===== config.mk =====
export PLATFORM = sky130hd
export DESIGN_NAME = apb_master_ctrl
export DESIGN_NICKNAME = d
export VERILOG_FILES = /design/src/rtl/apb_pkg.sv /design/src/rtl/apb_wait_cnt.sv /design/src/rtl/apb_master_ctrl.sv
export SDC_FILE = /design/constraint.sdc
export NUM_CORES = 1
export LEC_CHECK = 0
export CAP_MARGIN = 40
export CORE_MARGIN = 1.5
export CORE_UTILIZATION = 48
export DETAILED_ROUTE_END_ITERATION = 10
export PLACE_DENSITY = 0.84
export SYNTH_ARGS = -nofsm -noshare
export SYNTH_HDL_FRONTEND = slang
export SYNTH_HIERARCHICAL = 1
export SYNTH_SLANG_ARGS = --single-unit

===== constraint.sdc =====
create_clock -name pclk -period 5.5 [get_ports pclk]
set_input_delay 0.825 -clock pclk [delete_from_list [all_inputs] [get_ports pclk]]
set_output_delay 0.825 -clock pclk [all_outputs]
set_load 0.02 [all_outputs]

===== src/rtl/apb_pkg.sv =====
// Shared APB definitions: FSM encoding, bus widths and timer register map.
package apb_pkg;

  typedef enum logic [1:0] {
    ST_IDLE   = 2'b00,
    ST_SETUP  = 2'b01,
    ST_ACCESS = 2'b10
  } apb_state_e;

  localparam int APB_ADDR_W = 8;
  localparam int APB_DATA_W = 8;

  // Timer block register map
  localparam logic [7:0] TCR_ADDR       = 8'h01;
  localparam logic [7:0] TCNT_ADDR      = 8'h02;
  localparam int         TCR_CNT_UP_BIT = 4;

endpackage


===== src/rtl/apb_wait_cnt.sv =====
// Saturating ACCESS wait-state counter; hit_o flags the cycle in which one
// more wait state would reach TIMEOUT (never asserted when TIMEOUT is 0).
module apb_wait_cnt
  import apb_pkg::*;
#(
  parameter int TIMEOUT = 255
) (
  input  logic clk,
  input  logic rst_n,
  input  logic clr_i,
  input  logic inc_i,
  output logic hit_o
);

  localparam int               CNT_W = (TIMEOUT > 0) ? $clog2(TIMEOUT + 1) : 1;
  localparam bit               TO_EN = (TIMEOUT > 0);
  localparam logic [CNT_W-1:0] LAST  = (TIMEOUT > 0) ? CNT_W'(TIMEOUT - 1) : '0;

  logic [CNT_W-1:0] cnt_q;
  logic [CNT_W-1:0] cnt_d;

  // Next count: clear wins over increment, increment saturates at all-ones
  always_comb begin
    cnt_d = cnt_q;
    if (clr_i) begin
      cnt_d = '0;
    end else if (inc_i && (cnt_q != '1)) begin
      cnt_d = cnt_q + 1'b1;
    end else begin
      cnt_d = cnt_q;
    end
  end

  // Counter register
  always_ff @(posedge clk or negedge rst_n) begin
    if (!rst_n) begin
      cnt_q <= '0;
    end else begin
      cnt_q <= cnt_d;
    end
  end

  assign hit_o = TO_EN && (cnt_q == LAST);

endmodule


===== src/rtl/apb_master_ctrl.sv =====
// APB initiator: converts single-beat valid/ready commands into APB
// SETUP/ACCESS transfers and returns a one-cycle response strobe.
module apb_master_ctrl
  import apb_pkg::*;
#(
  parameter int ADDR_W  = APB_ADDR_W,
  parameter int DATA_W  = APB_DATA_W,
  parameter int TIMEOUT = 255
) (
  input  logic              pclk,
  input  logic              presetn,
  input  logic              cmd_valid,
  output logic              cmd_ready,
  input  logic              cmd_write,
  input  logic [ADDR_W-1:0] cmd_addr,
  input  logic [DATA_W-1:0] cmd_wdata,
  output logic              rsp_valid,
  output logic [DATA_W-1:0] rsp_rdata,
  output logic              rsp_err,
  output logic              rsp_timeout,
  output logic [ADDR_W-1:0] paddr,
  output logic              pwrite,
  output logic [DATA_W-1:0] pwdata,
  output logic              psel,
  output logic              penable,
  input  logic [DATA_W-1:0] prdata,
  input  logic              pready,
  input  logic              pslverr
);

  apb_state_e        state_q, state_d;
  logic [ADDR_W-1:0] paddr_q, paddr_d;
  logic              pwrite_q, pwrite_d;
  logic [DATA_W-1:0] pwdata_q, pwdata_d;
  logic              psel_q, psel_d;
  logic              penable_q, penable_d;
  logic              rsp_valid_q, rsp_valid_d;
  logic [DATA_W-1:0] rsp_rdata_q, rsp_rdata_d;
  logic              rsp_err_q, rsp_err_d;
  logic              rsp_timeout_q, rsp_timeout_d;
  logic              cmd_ready_s;
  logic              cnt_clr_s;
  logic              cnt_inc_s;
  logic              cnt_hit_s;

  apb_wait_cnt #(
    .TIMEOUT (TIMEOUT)
  ) u_wait_cnt (
    .clk   (pclk),
    .rst_n (presetn),
    .clr_i (cnt_clr_s),
    .inc_i (cnt_inc_s),
    .hit_o (cnt_hit_s)
  );

  // Next-state, APB phase and response logic; psel/penable_d describe the next state
  always_comb begin
    state_d       = state_q;
    paddr_d       = paddr_q;
    pwrite_d      = pwrite_q;
    pwdata_d      = pwdata_q;
    psel_d        = 1'b0;
    penable_d     = 1'b0;
    rsp_valid_d   = 1'b0;
    rsp_rdata_d   = '0;
    rsp_err_d     = 1'b0;
    rsp_timeout_d = 1'b0;
    cmd_ready_s   = 1'b0;
    cnt_clr_s     = 1'b0;
    cnt_inc_s     = 1'b0;
    case (state_q)
      ST_IDLE: begin
        cmd_ready_s = 1'b1;
        if (cmd_valid) begin
          paddr_d   = cmd_addr;
          pwrite_d  = cmd_write;
          pwdata_d  = cmd_wdata;
          psel_d    = 1'b1;
          cnt_clr_s = 1'b1;
          state_d   = ST_SETUP;
        end else begin
          state_d = ST_IDLE;
        end
      end
      ST_SETUP: begin
        psel_d    = 1'b1;
        penable_d = 1'b1;
        state_d   = ST_ACCESS;
      end
      ST_ACCESS: begin
        if (pready) begin
          rsp_valid_d = 1'b1;
          rsp_err_d   = pslverr;
          rsp_rdata_d = pwrite_q ? '0 : prdata;
          cmd_ready_s = 1'b1;
          if (cmd_valid) begin
            // Back-to-back: psel stays high, penable drops for the new SETUP
            paddr_d   = cmd_addr;
            pwrite_d  = cmd_write;
            pwdata_d  = cmd_wdata;
            psel_d    = 1'b1;
            cnt_clr_s = 1'b1;
            state_d   = ST_SETUP;
          end else begin
            state_d = ST_IDLE;
          end
        end else if (cnt_hit_s) begin
          // Responder never answered: abort and report a timeout
          rsp_valid_d   = 1'b1;
          rsp_err_d     = 1'b1;
          rsp_timeout_d = 1'b1;
          state_d       = ST_IDLE;
        end else begin
          cnt_inc_s = 1'b1;
          psel_d    = 1'b1;
          penable_d = 1'b1;
          state_d   = ST_ACCESS;
        end
      end
      default: begin
        state_d = ST_IDLE;
      end
    endcase
  end

  // State, APB and response registers; async reset drops psel/penable at once
  always_ff @(posedge pclk or negedge presetn) begin
    if (!presetn) begin
      state_q       <= ST_IDLE;
      paddr_q       <= '0;
      pwrite_q      <= 1'b0;
      pwdata_q      <= '0;
      psel_q        <= 1'b0;
      penable_q     <= 1'b0;
      rsp_valid_q   <= 1'b0;
      rsp_rdata_q   <= '0;
      rsp_err_q     <= 1'b0;
      rsp_timeout_q <= 1'b0;
    end else begin
      state_q       <= state_d;
      paddr_q       <= paddr_d;
      pwrite_q      <= pwrite_d;
      pwdata_q      <= pwdata_d;
      psel_q        <= psel_d;
      penable_q     <= penable_d;
      rsp_valid_q   <= rsp_valid_d;
      rsp_rdata_q   <= rsp_rdata_d;
      rsp_err_q     <= rsp_err_d;
      rsp_timeout_q <= rsp_timeout_d;
    end
  end

  assign cmd_ready   = cmd_ready_s;
  assign paddr       = paddr_q;
  assign pwrite      = pwrite_q;
  assign pwdata      = pwdata_q;
  assign psel        = psel_q;
  assign penable     = penable_q;
  assign rsp_valid   = rsp_valid_q;
  assign rsp_rdata   = rsp_rdata_q;
  assign rsp_err     = rsp_err_q;
  assign rsp_timeout = rsp_timeout_q;

endmodule


# Word-level counts from Yosys, hierarchy flattened
# Index checks and enable logic that the tools add are counted.
# word_totals
output_inout_bits	31
reg_bits	40
inputBits	30
# op_classes
eq_ne	5
n_reduce_logical	5
n_mux	36
add_sub_neg	1
# ops
cell	count
8-bit 2-to-1 mux	9
8-bit case mux with 2 select lines	2
1-bit 2-to-1 mux	17
8-bit by 1-bit adder with 8-bit output, second input constant	1
8-bit == test, second input constant	1
8-bit inequality test, second input constant	1
1-bit case mux with 2 select lines	4
2-bit case mux with 3 select lines	1
2-bit 2-to-1 mux	2
2-bit nonzero test	2
1-bit case mux with 3 select lines	1
2-bit by 1-bit == test with 1-bit output, second input constant	1
2-bit == test, second input constant	1
2-bit logical NOT	1
2-bit inequality test, second input constant	1
2-bit AND reduction	1
1-bit logical AND	1

# Longest topological paths before layout
# logic_depth
ltp_word	7
ltp_mapped	8
ltp_nobuf	7

# Cells and area by module
# The synthesis kept the hierarchy.
# modules_own_cells
module	seq_area_each_um2	area_each_um2	instances	cells_per_inst
apb_master_ctrl	800.8	1272.5	1	81
apb_wait_cnt	200.2	495.5	1	53

# Worst setup path before layout
# No wires, ideal clock.
# synth_timing
path_type	register to register
start	register u_wait_cnt.cnt_q[2]
end	register u_wait_cnt.cnt_q[7]
setup_time_ps	125
setup_slack_ps	3402
t_arrival_ps	1972
n_path_buf	2
stages_incl_launch_ff	9
path_cell_list	dfrtp_1 and3_1 buf_4 and3_1 nor3b_1 buf_2 and3_1 nand4_1 mux2_4
# synth_via
elab_chain_len	6
# synth_rtl
item	line	source
from (decl)	apb_wait_cnt.sv:19	logic [CNT_W-1:0] cnt_q;
from (signal assigned)	apb_wait_cnt.sv:39	cnt_q <= cnt_d;
8-bit == test	apb_wait_cnt.sv:43	assign hit_o = TO_EN && (cnt_q == LAST);
net cnt_hit_s	apb_master_ctrl.sv:44	logic cnt_hit_s;
1-bit 2-to-1 mux	apb_master_ctrl.sv:107	end else if (cnt_hit_s) begin
1-bit 2-to-1 mux	apb_master_ctrl.sv:91	if (pready) begin
1-bit 2-to-1 mux	apb_master_ctrl.sv:71	case (state_q)
net cnt_inc_s	apb_master_ctrl.sv:43	logic cnt_inc_s;
1-bit logical AND	apb_wait_cnt.sv:27	end else if (inc_i && (cnt_q != '1)) begin
2-bit nonzero test (no source line)	n/a	
# The timed path passes the listed nets, and every way through them passes these cells. The select of a mux whose other input is x is not followed.
# A chain may end at the register's enable or synchronous reset.

# Worst setup path after layout
# layout_timing
start	input pready
end	output cmd_ready
# layout_via
elab_chain_len	2
# layout_rtl
item	line	source
from (decl)	apb_master_ctrl.sv:27	input logic pready,
1-bit 2-to-1 mux	apb_master_ctrl.sv:91	
1-bit case mux with 2 select lines	apb_master_ctrl.sv:71	
to (decl)	apb_master_ctrl.sv:13	output logic cmd_ready,
# Every way passes these cells.

==> impl_metrics.yaml <==
die:
  placementRows: 21
  die-area_mm2: 0.00406
  core-area_mm2: 0.00344
  die_w_um: 63.7
  die_height_um: 63.7
  ioPinCount: 61
  initial_core_util_pct: 51.4
logic_synthesis:
  synth-edff-count: 0
  synth_area_leaders: "dfrtp_1 (57%), mux2_4 (9.3%), mux2_2 (4.5%)"
  synthFlopType: "dfrtp_1"
  synth_area_leader_cell: "dfrtp_1"
  ys_seq_area_share_pct: 56.6
  synth_cell_types: 35
  ys_ff_latch: 40
  synth_top_area_share_pct: 56.6
  netlist_instances: 134
  syn_nets: 170
  syn_area_mm2: 0.00177
  async_reset_ff_share_pct: 100
  synth.avg_cell_area_um2: 13.2
  yosysWarnings: 6
finish:
  final_cell_mix: "clkdlybuf4s50_1 (59), dfrtp_1 (40), mux2_4 (11)"
  syn_to_final_growth_pct: 42.2
  num-fill-cells: 229
  drive_gt1_share_pct: 15.7
  n_antenna_cell: 0
  fin_nets: 233
  layout_commonest_cell: "clkdlybuf4s50_1"
clocking:
  cts_repair_resize_count: 0
  cts.htree.levels: 2
  cts_sinks: 40
  cts_setup_buffers: 0
  clockBufferDepth: 2
  cts_root_buffer: "clkbuf_8"
  clk_pin_slew_ns: 0.08
  holdBufCountCts: 0
  cts_buffers: 5
  insertion_delay_ns: 0.28
  cts_tree: "yes"
routing:
  ant_nets: 0
  avgViaCountPerCell: 5.21
  wl_mm: 3.79
  vias: 1265
  drcViolationCount: 0
  drt-pass1-iter-count: 4
  top_layer_used: "met4"
  drtIter0Drc: 38
  route.met3.wl_um: 239
  wl_met2_mm: 1.91
  wl_met1_mm: 1.58
  routedWlPerCell_um: 15.6
global_route:
  track_usage_pct: 21.0
  antenna_found_initial: 0
  grt_max_degree: 41
  grt_pass1_wl_mm: 6.39
  grt_overflow: 0
  grt_pass1_vias: 1320
critical_path:
  cp-start-kind: "primary input"
  required_ns: 4.68
  r2r_slack_ns: 3.12
  r2r_cells: 7
  arrival_ns: 2.18
  cp-startpoint: "pready"
  criticalPathCategory: "primary input to output port"
  critPathMaxFanout: 6
  endpoint_kind: "output port"
  reg2reg_from: "u_wait_cnt/cnt_q[2]$_DFFE_PN0P_"
  r2r-end: "u_wait_cnt/cnt_q[7]$_DFFE_PN0P_"
sta:
  fmax_ghz: 0.333
  drv_slew: 0
  slew_headroom_pct: 42.3
  hold_viol: 0
  final.setup.worst_slack_ns: 2.50
  worst_pin_slew_ns: 0.866
  final.setup.tns_ns: 0
  fin_crit_sh_pct: 54.6
  setup_viol: 0
  layout_min_cycle_time_ns: 3.00
  clock_skew_ns: 0.00576
  rsz0062_at_grt: "no"
worst_hold_path:
  min-delay-start: "pwdata[4]$_DFFE_PN0P_"
  hold_class: "register to register"
  holdPathEnd: "pwdata[4]$_DFFE_PN0P_"
  whs_path_depth: 1
placed_design:
  io_buffers: 60
  dpl_worst_slack_ns: 2.50
  dp_hpwl_mm: 2.78
  gp_congestion: 0.832
pwr:
  p_per_area_mw_per_mm2: 495
  p_leak_uw: 0.00114
  ir_worst_vdd_uv: 313
run:
  timing.max_cap.violations: 0
run_status:
  status: "complete, no violations"
[metal layers]
metal | GRT usage, % | vias to the layer above
met5 | 0 | -
met4 | 7.34 | 0
met3 | 5.89 | 5
met2 | 36.3 | 56
met1 | 25.0 | 614
li1 | - | 590
[synth_stat cells (2+ instances only)]
| library cell | instances |
|---|---|
| a211oi_1 | 2 |
| a21oi_1 | 6 |
| and2_1 | 8 |
| and3_1 | 4 |
| buf_2 | 2 |
| dfrtp_1 | 40 |
| ha_1 | 6 |
| inv_1 | 7 |
| mux2_2 | 7 |
| mux2_4 | 11 |
| nand2_1 | 2 |
| nand3_1 | 4 |
| nand4_1 | 2 |
| nor2_1 | 5 |
| nor2b_1 | 5 |
| nor3_1 | 4 |
[flip-flops by register name (all words and copies together) (netlist names)]
| signal | flops |
|---|---|
| paddr | 8 |
| pwdata | 8 |
| rsp_rdata | 8 |
| u_wait_cnt/cnt_q | 8 |
| state_q | 2 |
| penable | 1 |
| psel | 1 |
| pwrite | 1 |
| rsp_err | 1 |
| rsp_timeout | 1 |
| rsp_valid | 1 |
[area by class of cell]
type                            count  area, µm²  share of cell area [%]
Clock buffer                        5       68.8                    2.74
Clock inverter                      2       60.1                    2.39
Tap cell                           46       57.6                    2.29
Multi-Input combinational cell     82        699                    27.8
Timing Repair Buffer               61        601                    23.9
Inverter                            7       26.3                    1.05
Sequential cell                    40       1000                    39.8
[worst max-delay path by stage]
stage,endpoint,cells after the start
final,cmd_ready,3
after global routing,cmd_ready,3
after CTS,cmd_ready,3
after detailed placement,cmd_ready,3
after global placement,u_wait_cnt/cnt_q[7]$_DFFE_PN0P_,5
after floorplan,u_wait_cnt/cnt_q[7]$_DFFE_PN0P_,8
[where the power goes]
| group | internal [µW] | switching (µW) |
|---|---|---|
| registers | 384 | 52.1 |
| clock network | 179 | 94.3 |
| logic | 287 | 247 |
[logic make-up after synthesis]
| family | after synthesis | synth area share, % |
|---|---|---|
| flip-flops | 40 | 56.6 |
| buffers and inverters | 12 | 3.82 |
| AO/OA/AOI/OAI | 16 | 6.87 |
| multiplexers | 20 | 15.0 |
| AND/OR/NAND/NOR | 40 | 13.4 |
| adder cells (fa/ha/maj) | 6 | 4.25 |
[per-stage QoR]
step           utilization [%]  cells  total power, µW  cell area, µm²  hold slack [ns]
4_1_cts                   73.0    243             1250            2510            0.515
2_1_floorplan                -    134              752            1770            0.529
3_3_place_gp              69.1    235              953            2380            0.488
3_5_place_dp              69.3    236              975            2380            0.497
5_1_grt                   73.0    243             1310            2510            0.540
6_report                  73.0    243             1240            2510            0.514
[worst max-delay path, cell delays in order]
cell             delay [ns]
clkdlybuf4s50_1        0.58
a21o_1                 0.17
clkdlybuf4s50_1        0.60
(Power assumes the default switching activity.)
